File: config.mk
export PLATFORM = sky130hd
export DESIGN_NAME = m8_frame_serializer
export DESIGN_NICKNAME = d
export VERILOG_FILES = /design/src/rtl/m8_frame_serializer.sv
export SDC_FILE = /design/constraint.sdc
export NUM_CORES = 1
export LEC_CHECK = 0
export BUFFER_PORTS_ARGS = -buffer_cell sky130_fd_sc_hd__buf_4
export CORE_AREA = 3 3 80 82
export DETAILED_ROUTE_END_ITERATION = 8
export DIE_AREA = 0 0 83 85
export GPL_ROUTABILITY_DRIVEN = 0
export PLACE_DENSITY = 0.77
export SYNTH_ARGS = -nofsm -noshare
export SYNTH_HDL_FRONTEND = slang
export SYNTH_SLANG_ARGS = --single-unit
File: constraint.sdc
create_clock -name clk -period 1.8 [get_ports clk]
set_input_delay 0.09 -clock clk [delete_from_list [all_inputs] [get_ports clk]]
set_output_delay 0.09 -clock clk [all_outputs]
set_load 0.02 [all_outputs]
File: src/rtl/m8_frame_serializer.sv
// -----------------------------------------------------------------------------
// m8_frame_serializer
//
// Pulls 12-bit words from a frame filler (1024 words per frame) and sends them
// as a continuous NRZ bit stream, MSB first, one bit every BIT_DIV clocks.
// The next word is prefetched during the last bit of the current one, so the
// stream has no gaps across word boundaries. Dropping enable stops the stream
// cleanly at the end of the word in flight.
//
// Ports
//   clk          in   system clock, rising edge
//   reset        in   asynchronous, active-low reset
//   enable       in   1 = transmit continuously, 0 = stop at next word boundary
//   bufGetWord   out  one-cycle word request strobe to the filler
//   bufRdPointer out  index of the requested word (valid with bufGetWord)
//   dataWord     in   filler word, valid the cycle after bufGetWord
//   serOut       out  serial data, MSB first
//   bitStrobe    out  one-cycle pulse on the first clock of every bit
//   frameStart   out  one-cycle pulse on the first clock of word 0's MSB
//   busy         out  high whenever the serializer is not idle
// All outputs come straight from flops.
// -----------------------------------------------------------------------------
module m8_frame_serializer #(
  parameter int unsigned BIT_DIV   = 8,   // clocks per serial bit, 3..255
  parameter int unsigned WORD_BITS = 12   // serial word width (fixed at 12)
) (
  input  logic                 clk,
  input  logic                 reset,
  input  logic                 enable,
  output logic                 bufGetWord,
  output logic [9:0]           bufRdPointer,
  input  logic [WORD_BITS-1:0] dataWord,
  output logic                 serOut,
  output logic                 bitStrobe,
  output logic                 frameStart,
  output logic                 busy
);

  typedef enum logic [1:0] {
    ST_IDLE  = 2'd0,
    ST_FETCH = 2'd1,
    ST_LOAD  = 2'd2,
    ST_SHIFT = 2'd3
  } state_e;

  localparam logic [7:0] TIMER_LAST = 8'(BIT_DIV - 1);
  localparam logic [3:0] BIT_FIRST  = 4'(WORD_BITS - 1);

  state_e               state_q,     state_d;
  logic [9:0]           ptr_q,       ptr_d;
  logic [WORD_BITS-1:0] shift_q,     shift_d;
  logic [WORD_BITS-1:0] hold_q,      hold_d;
  logic                 hold_ptr0_q, hold_ptr0_d;  // prefetched word is word 0
  logic                 cur_ptr0_q,  cur_ptr0_d;   // word on the wire is word 0
  logic [7:0]           timer_q,     timer_d;
  logic [3:0]           bitcnt_q,    bitcnt_d;

  logic get_q,    get_d;
  logic ser_q,    ser_d;
  logic strobe_q, strobe_d;
  logic frame_q,  frame_d;
  logic busy_q,   busy_d;

  // ---------------------------------------------------------------------------
  // Next-state logic
  // ---------------------------------------------------------------------------
  always_comb begin
    // NOTE: every signal assigned here gets a default first, so no path can
    // leave one unassigned and infer a latch.
    state_d     = state_q;
    ptr_d       = ptr_q;
    shift_d     = shift_q;
    hold_d      = hold_q;
    hold_ptr0_d = hold_ptr0_q;
    cur_ptr0_d  = cur_ptr0_q;
    timer_d     = timer_q;
    bitcnt_d    = bitcnt_q;

    case (state_q)
      ST_IDLE: begin
        ptr_d    = 10'd0;
        timer_d  = 8'd0;
        bitcnt_d = 4'd0;
        if (enable) state_d = ST_FETCH;
      end

      // Request word 0; the filler answers on the following (LOAD) cycle.
      ST_FETCH: state_d = ST_LOAD;

      ST_LOAD: begin
        shift_d    = dataWord;
        ptr_d      = 10'd1;
        cur_ptr0_d = 1'b1;
        bitcnt_d   = BIT_FIRST;
        timer_d    = 8'd0;
        state_d    = ST_SHIFT;
      end

      ST_SHIFT: begin
        timer_d = timer_q + 8'd1;

        // Prefetch during the last bit: the request goes out at timer 0,
        // the answer is captured at timer 1, well before the reload.
        if (bitcnt_q == 4'd0 && timer_q == 8'd0) begin
          ptr_d       = ptr_q + 10'd1;      // wraps 1023 -> 0
          hold_ptr0_d = (ptr_q == 10'd0);
        end
        if (bitcnt_q == 4'd0 && timer_q == 8'd1) hold_d = dataWord;

        if (timer_q == TIMER_LAST) begin
          timer_d = 8'd0;
          if (bitcnt_q != 4'd0) begin
            shift_d  = {shift_q[WORD_BITS-2:0], 1'b0};
            bitcnt_d = bitcnt_q - 4'd1;
          end else if (enable) begin
            // Back-to-back reload keeps the bit timing seamless.
            shift_d    = hold_q;
            cur_ptr0_d = hold_ptr0_q;
            bitcnt_d   = BIT_FIRST;
          end else begin
            // Stop: the prefetched word is dropped and the frame restarts at 0.
            state_d  = ST_IDLE;
            ptr_d    = 10'd0;
            bitcnt_d = 4'd0;
          end
        end
      end

      default: state_d = ST_IDLE;
    endcase
  end

  // Outputs are decoded from next-state values and registered, so they line
  // up with the state they describe without a combinational output path.
  always_comb begin
    get_d    = (state_d == ST_FETCH) ||
               (state_d == ST_SHIFT && bitcnt_d == 4'd0 && timer_d == 8'd0);
    ser_d    = (state_d == ST_SHIFT) && shift_d[WORD_BITS-1];
    strobe_d = (state_d == ST_SHIFT) && (timer_d == 8'd0);
    frame_d  = strobe_d && (bitcnt_d == BIT_FIRST) && cur_ptr0_d;
    busy_d   = (state_d != ST_IDLE);
  end

  // ---------------------------------------------------------------------------
  // State registers
  // ---------------------------------------------------------------------------
  // NOTE: the data registers (shift/hold) are reset along with the control
  // state so that an aborted word can never leak into the next frame.
  always_ff @(posedge clk or negedge reset) begin
    if (!reset) begin
      state_q     <= ST_IDLE;
      ptr_q       <= 10'd0;
      shift_q     <= '0;
      hold_q      <= '0;
      hold_ptr0_q <= 1'b0;
      cur_ptr0_q  <= 1'b0;
      timer_q     <= 8'd0;
      bitcnt_q    <= 4'd0;
      get_q       <= 1'b0;
      ser_q       <= 1'b0;
      strobe_q    <= 1'b0;
      frame_q     <= 1'b0;
      busy_q      <= 1'b0;
    end else begin
      // NOTE: non-blocking assignments so every flop samples pre-edge values.
      state_q     <= state_d;
      ptr_q       <= ptr_d;
      shift_q     <= shift_d;
      hold_q      <= hold_d;
      hold_ptr0_q <= hold_ptr0_d;
      cur_ptr0_q  <= cur_ptr0_d;
      timer_q     <= timer_d;
      bitcnt_q    <= bitcnt_d;
      get_q       <= get_d;
      ser_q       <= ser_d;
      strobe_q    <= strobe_d;
      frame_q     <= frame_d;
      busy_q      <= busy_d;
    end
  end

  assign bufGetWord   = get_q;
  assign bufRdPointer = ptr_q;
  assign serOut       = ser_q;
  assign bitStrobe    = strobe_q;
  assign frameStart   = frame_q;
  assign busy         = busy_q;

endmodule

Word level (Yosys, flattened, before mapping)

Index checks and enable logic that the tools add are counted.

Bits in registers: 55
Word-level logic and storage cells: 74
Output and inout bits: 15
Bits of input ports: 15

Multiplexer cells: 24
Reductions and logical operators: 23
Eq/ne operators: 10
$add $sub $neg: 3

Operator list:

| cell                                                                  | count |
|---|---|
| 10-bit two-way mux                                                    | 4 |
| 12-bit two-way mux                                                    | 3 |
| 10-bit one-hot mux with 3 select lines                                | 1 |
| 12-bit one-hot mux with 2 select lines                                | 1 |
| 8-bit logical NOT                                                     | 2 |
| 8-bit one-hot mux with 2 select lines                                 | 1 |
| 4-bit two-way mux                                                     | 3 |
| 4-bit one-hot mux with 3 select lines                                 | 1 |
| 10-bit by 1-bit adder with 10-bit output, second input constant       | 1 |
| 10-bit logical NOT                                                    | 1 |
| 8-bit by 1-bit adder with 8-bit output, second input constant         | 1 |
| 8-bit by 1-bit equality test with 1-bit output, second input constant | 1 |
| 8-bit by 3-bit equality test with 1-bit output, second input constant | 1 |
| 1-bit logical AND                                                     | 8 |
| 4-bit logical NOT                                                     | 2 |
| 2-bit two-way mux                                                     | 4 |
| 8-bit two-way mux                                                     | 1 |
| 2-bit one-hot mux with 4 select lines                                 | 1 |
| 2-bit equality test, second input constant                            | 3 |
| 2-bit by 1-bit equality test with 1-bit output, second input constant | 2 |
| 4-bit equality test, second input constant                            | 1 |
| 2-bit AND reduction                                                   | 2 |
| 2-bit nonzero test                                                    | 2 |
| 4-bit nonzero test                                                    | 1 |
| 10 further kinds                                                      | 12 |

Depth between registers and ports, before layout

Gate-level depths: netlist of the first run.

Depth in word-level cells: 8
Mapped depth: 8
Mapped depth without buffers: 7

Worst setup path after synthesis of the first run

Ideal clock, no wire load.

Path type: register to register
From: register bitcnt_q[0]
To: register ptr_q[9] (netlist: bufRdPointer[9])
Required time: 1.718 ns
Path slack: -0.194 ns
Library setup time: 0.082 ns
Data arrival time: 1.912 ns
Cell stages (with the launch flop): 9
Clock period less this slack: 1.994 ns
Cell sequence: dfrtp_1 > inv_1 > ha_1 > nor3b_1 > and4_1 > buf_4 > nand2_1 > o31a_1 > a31oi_1

Word-level cells in the longest chain between the ends: 7

Ends and longest elaborated chain:

| element                                    | RTL line | source |
|---|---|---|
| start, declared                            | 56       | `logic [3:0] bitcnt_q, bitcnt_d;` |
| start signal, assigned                     | 173      | `bitcnt_q <= bitcnt_d;` |
| 4-bit logical NOT                          | 104      | `if (bitcnt_q == 4'd0 && timer_q == 8'd0) begin` |
| 1-bit logical AND                          | 104      |  |
| 10-bit two-way mux                         | 104      |  |
| 10-bit two-way mux                         | 115      | `end else if (enable) begin` |
| 10-bit two-way mux                         | 112      | `if (bitcnt_q != 4'd0) begin` |
| 10-bit two-way mux (*)                     | 110      | `if (timer_q == TIMER_LAST) begin` |
| 10-bit one-hot mux with 3 select lines (*) | 79       | `case (state_q)` |
| end signal, assigned                       | 167      | `ptr_q <= ptr_d;` |
| end, declared                              | 50       | `logic [9:0] ptr_q, ptr_d;` |

Mark *: on every way between the ends. The rest lies on a longest branch, timed or not.
A chain may end at the register's enable or synchronous reset.

Worst setup path after layout of the first run

From: register bitcnt_q[1]
To: register get_q (netlist: bufGetWord)

Word-level cells in the longest chain between the ends: 8

Ends and longest elaborated chain:

| element                                                                                  | RTL line | source |
|---|---|---|
| 4-bit by 1-bit subtractor with 4-bit output / 4-bit nonzero test (equally long branches) | 114, 112 |  |
| 4-bit two-way mux (*)                                                                    | 112      |  |
| 4-bit two-way mux (*)                                                                    | 110      |  |
| 4-bit one-hot mux with 3 select lines (*)                                                | 79       |  |
| named net bitcnt_d[3]                                                                    | 56       |  |
| 4-bit logical NOT (*)                                                                    | 137      | `(state_d == ST_SHIFT && bitcnt_d == 4'd0 && timer_d == 8'd0);` |
| 1-bit logical AND (*) (2 in a row)                                                       | 137      |  |
| 1-bit logical OR (*)                                                                     | 136      | `get_d = (state_d == ST_FETCH) \|\|` |
| named net get_d                                                                          | 58       | `logic get_q, get_d;` |
| end signal, assigned                                                                     | 174      | `get_q <= get_d;` |
| end, declared                                                                            | 58       |  |

Mark *: on every way through the listed nets, which the timed path passes. The rest lies on a longest branch.

==> results of run 1 <==
==> how the worst max path moves through the flow <==
stage	start	to	slack, ns	cells after the start
6_report	bitcnt_q[1]$_DFF_PN0_	bufGetWord$_DFF_PN0_	-0.23	8
5_1_grt	bitcnt_q[1]$_DFF_PN0_	bufGetWord$_DFF_PN0_	-0.29	8
4_1_cts	timer_q[7]$_DFF_PN0_	bufGetWord$_DFF_PN0_	-0.06	7
3_5_place_dp	bitcnt_q[0]$_DFF_PN0_	bufGetWord$_DFF_PN0_	-0.13	8
3_3_place_gp	bitcnt_q[0]$_DFF_PN0_	bufRdPointer[9]$_DFFE_PN0N_	-0.09	7
2_1_floorplan	timer_q[4]$_DFF_PN0_	shift_q[10]$_DFFE_PN0P_	-0.04	6
==> power breakdown <==
group	total [mW]	leakage (nW)	internal [mW]	switching, mW
logic	0.113	1.22	0.0591	0.0542
clock network	0.749	0.0515	0.294	0.455
registers	1.27	0.679	1.26	0.0128
total	2.13	1.95	1.61	0.522
==> layout make-up <==
class                      instances  area (um2)  area share (%)
tap                               75       93.84           2.189
timing repair buffer             105       879.6           20.51
clock buffer                       5       68.82           1.605
clock inverter                     3       33.78          0.7879
sequential                        55        1380           32.19
inverter                          13       48.80           1.138
multi-input combinational        218        1783           41.58
==> critical path, stage by stage, from the launching register on <==
cell and delay, ns:
dfrtp_1 0.40, inv_2 0.07, ha_4 0.14, buf_4 0.12
nor4_1 0.04, a311oi_1 0.36, nor4_1 0.13, a311o_1 0.33
o41ai_2 0.32
==> Yosys cell counts, types with 3 or more instances <==
cell      instances  share of area (%)
dfrtp_1          55                 46
nand2_1          30                3.8
a21oi_1          24                4.0
nand3_1          20                3.3
nor2_1           16                2.0
mux2_1           13                4.9
clkbuf_1         12                1.5
inv_1            12                1.5
a221o_1          10                3.3
nand4_1          10                2.1
a31oi_1           7                1.5
o21ai_1           7                1.2
ha_1              6                2.5
nor4_1            5                1.0
o31ai_1           5                1.3
o21ai_0           4               0.67
and3_1            3               0.63
and4_1            3               0.88
buf_2             3               0.50
mux2i_1           3                1.0
nor3_1            3               0.50
xor2_1            3               0.88
==> cells by family after synthesis <==
kind of cell | Yosys count | share of synthesized area, %
flip-flops | 55 | 46.01
multiplexers | 16 | 5.897
AND/OR/NAND/NOR | 112 | 21.04
XOR/XNOR | 5 | 1.464
AO/OA/AOI/OAI | 79 | 18.45
buffers and inverters | 32 | 4.642
adder cells (fa/ha/maj) | 6 | 2.509
==> layer usage <==
layer / global-route usage [%] / part of all wire, % / wire (um)
met5: 0 / 0 / 0
met4: 9.658 / 4.7 / 454
met3: 5.340 / 7.0 / 671
met2: 40.38 / 48 / 4588
met1: 32.79 / 41 / 3930
==> flip-flops by register name, summed over array words and instances, names as in the netlist <==
register,flops
frameStart,1
state_q,2
serOut,1
timer_q,8
bufRdPointer,10
busy,1
bitStrobe,1
hold_q,12
bitcnt_q,4
shift_q,12
hold_ptr0_q,1
bufGetWord,1
cur_ptr0_q,1
==> metrics by stage <==
stage                     TNS (ns)  setup WS (ns)  total power [mW]
after global placement     -0.8972       -0.08540             1.377
after floorplan            -0.4056       -0.03879             1.317
final                       -3.185        -0.2283             2.131
after CTS                  -0.9121       -0.06166             2.137
after global routing        -4.872        -0.2917             2.209
after detailed placement    -2.325        -0.1325             1.380
==> cell usage in the layout (no fill, tap or decap), types with 6 or more instances in the layout <==
cell / n
a21oi_2: 8
mux2_4: 13
dfrtp_1: 52
nand3_1: 17
buf_6: 13
buf_4: 83
dlygate4sd3_1: 7
nand4_1: 10
a221o_1: 10
nor2_1: 13
nand2_1: 26
a31oi_1: 6
o21ai_1: 7
a21oi_1: 16
inv_1: 9
==> timing repair <==
item,4_1_cts,5_1_grt
hold buffers,7,0
gates resized for setup,32,46
setup buffers,9,5
pin swaps,10,22
hold endpoints to repair,63,0
cloned,0,0
setup endpoints to repair,37,41
==> reports/metrics.cfg, run 1 <==
[grt]
antenna_found_initial = 0
grt_use_total_pct = 24.88
grt_pass1_vias = 2913
overflow = 0
grt_max_degree = 56
grt_pass1_wl_um = 14350

[worst_hold_path]
hold_class = in -> reg
whs_path_depth = 2
min-delay-start = dataWord[7]
min_to = shift_q[7]$_DFFE_PN0P_

[routing]
postRouteWirelength_um = 9644
first_iter_violations = 256
via_per_inst = 6.451
dr.pass1.iters = 5
drc = 0
vias = 3058
wl_per_cell_um = 20.35
final_antenna_net_count = 0

[clocking]
path_clk_slew_ns = 0.11
cts_tree = built
cts_buffer_depth = 2
h-tree-depth = 2
cts_buffers = 5
clock_sinks = 55
insertion_delay_ns = 0.32
root_buffer = clkbuf_8

[critical_path]
critPathArrivalTime_ns = 2.25
rrSetupSlack_ns = -0.23
critPathRequiredTime_ns = 2.02
path_max_fanout = 4
ff2ff_path_depth = 8
rr_endpoint = bufGetWord$_DFF_PN0_
crit_path_end_kind = flip-flop
startpoint_type = flip-flop
criticalPathCategory = reg -> reg
r2r-start = bitcnt_q[1]$_DFF_PN0_

[finish]
num-fill-cells = 378
fin_nets = 419
final_area_um2 = 4288
area_growth_syn_to_layout_pct = 43.33
finish.cell_count_without_fillers = 474
antenna_cells = 0
fin_util_pct = 73.73
drive_gt1_share_pct = 43.86

[run]
maxCapViolCount = 0

[run_status]
violations = setup timing
outcome = complete, but fails checks

[floorplan]
row_count = 28
io_pins = 30
dieArea_um2 = 7055
die_y_um = 85
start_util_pct = 51.44
die_w_um = 83
core_area_um2 = 5816

[yosys]
synth_cell_type_count = 62
synthArstFlopShare_pct = 100.0
synth_warnings = 0
syn_inst = 305
synthFlopType = dfrtp_1
syn_area_per_cell_um2 = 9.809
ys_seq_area_share_pct = 46.01
netlist_area_um2 = 2992
syn-num-nets = 326
synth-edff-count = 0
synth-seq-cells = 55

[timing]
grt_setup_unrepaired = true
min_period_ns = 2.028
holdWs_ns = 0.01032
setup_viol = 38
hold_viol = 0
skew_ns = 0.01258
relSlewSlack_pct = 53.48
fmax_ghz = 0.4930
slew_violations = 0
worst_slack_ns = -0.2283
min_period_over_period_pct = 112.7
worst_pin_slew_ns = 0.6978

[power_and_ir_drop]
ir_drop_v = 0.0004912
power_density_nw_per_um2 = 497.0
p_leak_nw = 1.946

[place]
io_buffers = 29
dp_hpwl_um = 5557
placed_cell_area_um2 = 3731
dp.cells = 448

No activity file was read; power rests on OpenSTA's default activity.
==> run 2: changes to the inputs <==
--- a/config.mk
+++ b/config.mk
@@ -10,6 +10,7 @@
 export DETAILED_ROUTE_END_ITERATION = 8
 export DIE_AREA = 0 0 83 85
 export GPL_ROUTABILITY_DRIVEN = 0
+export HOLD_SLACK_MARGIN = 0.08
 export PLACE_DENSITY = 0.77
 export SYNTH_ARGS = -nofsm -noshare
 export SYNTH_HDL_FRONTEND = slang
==> reports/metrics.cfg, run 2 (synthesis results as in run 1) <==
[finish]
fin_nets = 424  ; +1.2%
regArea_um2 = 1380  ; unchanged
fin_util_pct = 74.63  ; +0.90 points
antenna_cells = 0  ; unchanged
finish.cell_count_without_fillers = 479  ; +1.1%
area_growth_syn_to_layout_pct = 45.09
final_area_um2 = 4340  ; +1.2%
final_common_cell = buf_4
drive_gt1_share_pct = 43.07  ; -0.79 points
multi_input_area_um2 = 1794  ; +0.63%
most-common-layout-cells = 85 x buf_4, 52 x dfrtp_1, 26 x nand2_1, 18 x a21oi_1, 17 x nand3_1
num-fill-cells = 374  ; -1.1%

[grt]
global_route.usage.met2_pct = 41.91  ; +1.5 points
met3_usage_pct = 4.660  ; -0.68 points
grt_use_total_pct = 25.48  ; +0.60 points
grt_pass1_wl_um = 14680  ; +2.4%
busiest_layer = met2
use_met1_pct = 34.14  ; +1.4 points
grt_pass1_vias = 2931  ; +0.62%
grt_max_degree = 56  ; unchanged
antenna_found_initial = 0  ; unchanged
overflow = 0  ; unchanged

[run_status]
violations = setup timing
outcome = complete, but fails checks

[clocking]
root_buffer = clkbuf_8
path_clk_slew_ns = 0.12  ; about the same
h-tree-depth = 2  ; unchanged
cts_buffer_depth = 2  ; unchanged
clock_sinks = 55  ; unchanged
cts_buffers = 5  ; unchanged
insertion_delay_ns = 0.32  ; about the same
cts_tree = built

[routing]
via_per_inst = 6.230  ; -3.4%
first_iter_violations = 246  ; -3.9%
wl_per_cell_um = 19.88  ; -2.3%
postRouteWirelength_um = 9523  ; -1.3%
final_antenna_net_count = 0  ; unchanged
vias = 2984  ; -2.4%
dr.pass1.iters = 5  ; unchanged
drc = 0  ; unchanged

[power_and_ir_drop]
total_power_mw = 2.150  ; +0.90%
p_leak_nw = 1.968  ; +1.1%
power_density_nw_per_um2 = 495.4  ; -0.32%
ir_drop_v = 0.0004924  ; +0.25%

[floorplan]
core_area_um2 = 5816  ; unchanged
die_y_um = 85  ; unchanged
start_util_pct = 51.44  ; unchanged
row_count = 28  ; unchanged
die_w_um = 83  ; unchanged
dieArea_um2 = 7055  ; unchanged
io_pins = 30  ; unchanged

[critical_path]
critPathArrivalTime_ns = 2.16  ; -0.09 ns
criticalPathCategory = reg -> reg
critPathSlowestCell = dfrtp_2
crit_family = simple AND/OR/NAND/NOR gates
startpoint_type = flip-flop
path_max_fanout = 4  ; unchanged
critical_path.max_stage_delay_ns = 0.46  ; +0.06 ns
critPathRequiredTime_ns = 2.01  ; about the same
crit_chain = ha_4 > and4bb_2 > buf_4 > a41o_1 > a21oi_1 > nor3b_2 > and4b_1
crit_path_end_kind = flip-flop
cp_num_buf_inv = 1  ; -1

[timing]
finalSetupTns_ns = -1.325  ; +1.860 ns
min_period_over_period_pct = 108.0  ; -4.7 points
fmax_ghz = 0.5143  ; +4.3%
hold_viol = 0  ; unchanged
worst_slack_ns = -0.1445  ; +0.08387 ns
relSlewSlack_pct = 53.76  ; +0.28 points
grt_setup_unrepaired = true
holdWs_ns = 0.3358  ; +0.3255 ns
worst_pin_slew_ns = 0.6936  ; -0.004263 ns
skew_ns = 0.01442  ; +0.001849 ns
slew_violations = 0  ; unchanged
setup_viol = 23  ; -39%
min_period_ns = 1.944  ; -0.08387 ns

[run]
maxCapViolCount = 0  ; unchanged

[place]
dp_slack_ns = -0.1325  ; unchanged
dp.cells = 448  ; unchanged
dp_hpwl_um = 5557  ; unchanged
io_buffers = 29  ; unchanged
placed_cell_area_um2 = 3731  ; unchanged

[worst_hold_path]
hold_class = in -> reg

run 2: cell types whose count changed in the layout (fill, tap and decap cells not counted):
cell           change
a211oi_1           -1
nand3_2            -1
a211oi_2           +1
buf_4              +2
buf_6              -3
nor4_1             -1
a21oi_1            +2
dlygate4sd3_1      +6
a21oi_2            -2
nor4_2             +1
nand3_4            +1
run 2: what timing repair did:
| action | 4_1_cts | 5_1_grt |
|---|---|---|
| buffers inserted | 9 | 3 |
| resized for setup | 32 | 44 |
| cloned | 0 | 0 |
| hold buffers | 13 | 0 |
| pin swaps | 10 | 23 |
| hold endpoints to repair | 79 | 0 |
| setup endpoints to repair | 37 | 41 |
run 2: final timing paths:
path                                        startpoint                           to  slack, ns  depth (start not counted)
min reg2reg                bufRdPointer[9]$_DFFE_PN0N_  bufRdPointer[9]$_DFFE_PN0N_       0.51                          1
max                               timer_q[1]$_DFF_PN0_         frameStart$_DFF_PN0_      -0.14                          7
min                                             enable       shift_q[0]$_DFFE_PN0P_       0.34                          5
max in group asynchronous                        reset         timer_q[1]$_DFF_PN0_       0.94                          2
min in group asynchronous                        reset        bitcnt_q[1]$_DFF_PN0_       0.35                          2
max reg2reg                       timer_q[1]$_DFF_PN0_         frameStart$_DFF_PN0_      -0.14                          7
run 2: cell type report:
class                           instances  share of cell area (%)
Clock buffer                            5                   1.585
Clock inverter                          3                  0.7783
Inverter                               13                   1.124
Multi-Input combinational cell        218                   41.34
Sequential cell                        55                   31.80
Tap cell                               75                   2.162
Timing Repair Buffer                  110                   21.22
run 2: layer usage:
metal / routed length [um] / up-vias
li1: - / 1337
met1: 4053 / 1481
met2: 4724 / 145
met3: 554 / 21
met4: 189 / 0
met5: 0 / -
run 2: worst reg2reg max path, stage by stage, from the launching register on:
cell      delay (ns)
dfrtp_2         0.46
ha_4            0.19
and4bb_2        0.29
buf_4           0.17
a41o_1          0.21
a21oi_1         0.26
nor3b_2         0.08
and4b_1         0.18
run 2: where the power goes:
group          switching (mW)  internal, mW
Sequential             0.0134          1.26
Clock                   0.463         0.294
Combinational          0.0557        0.0675
Total                   0.532          1.62
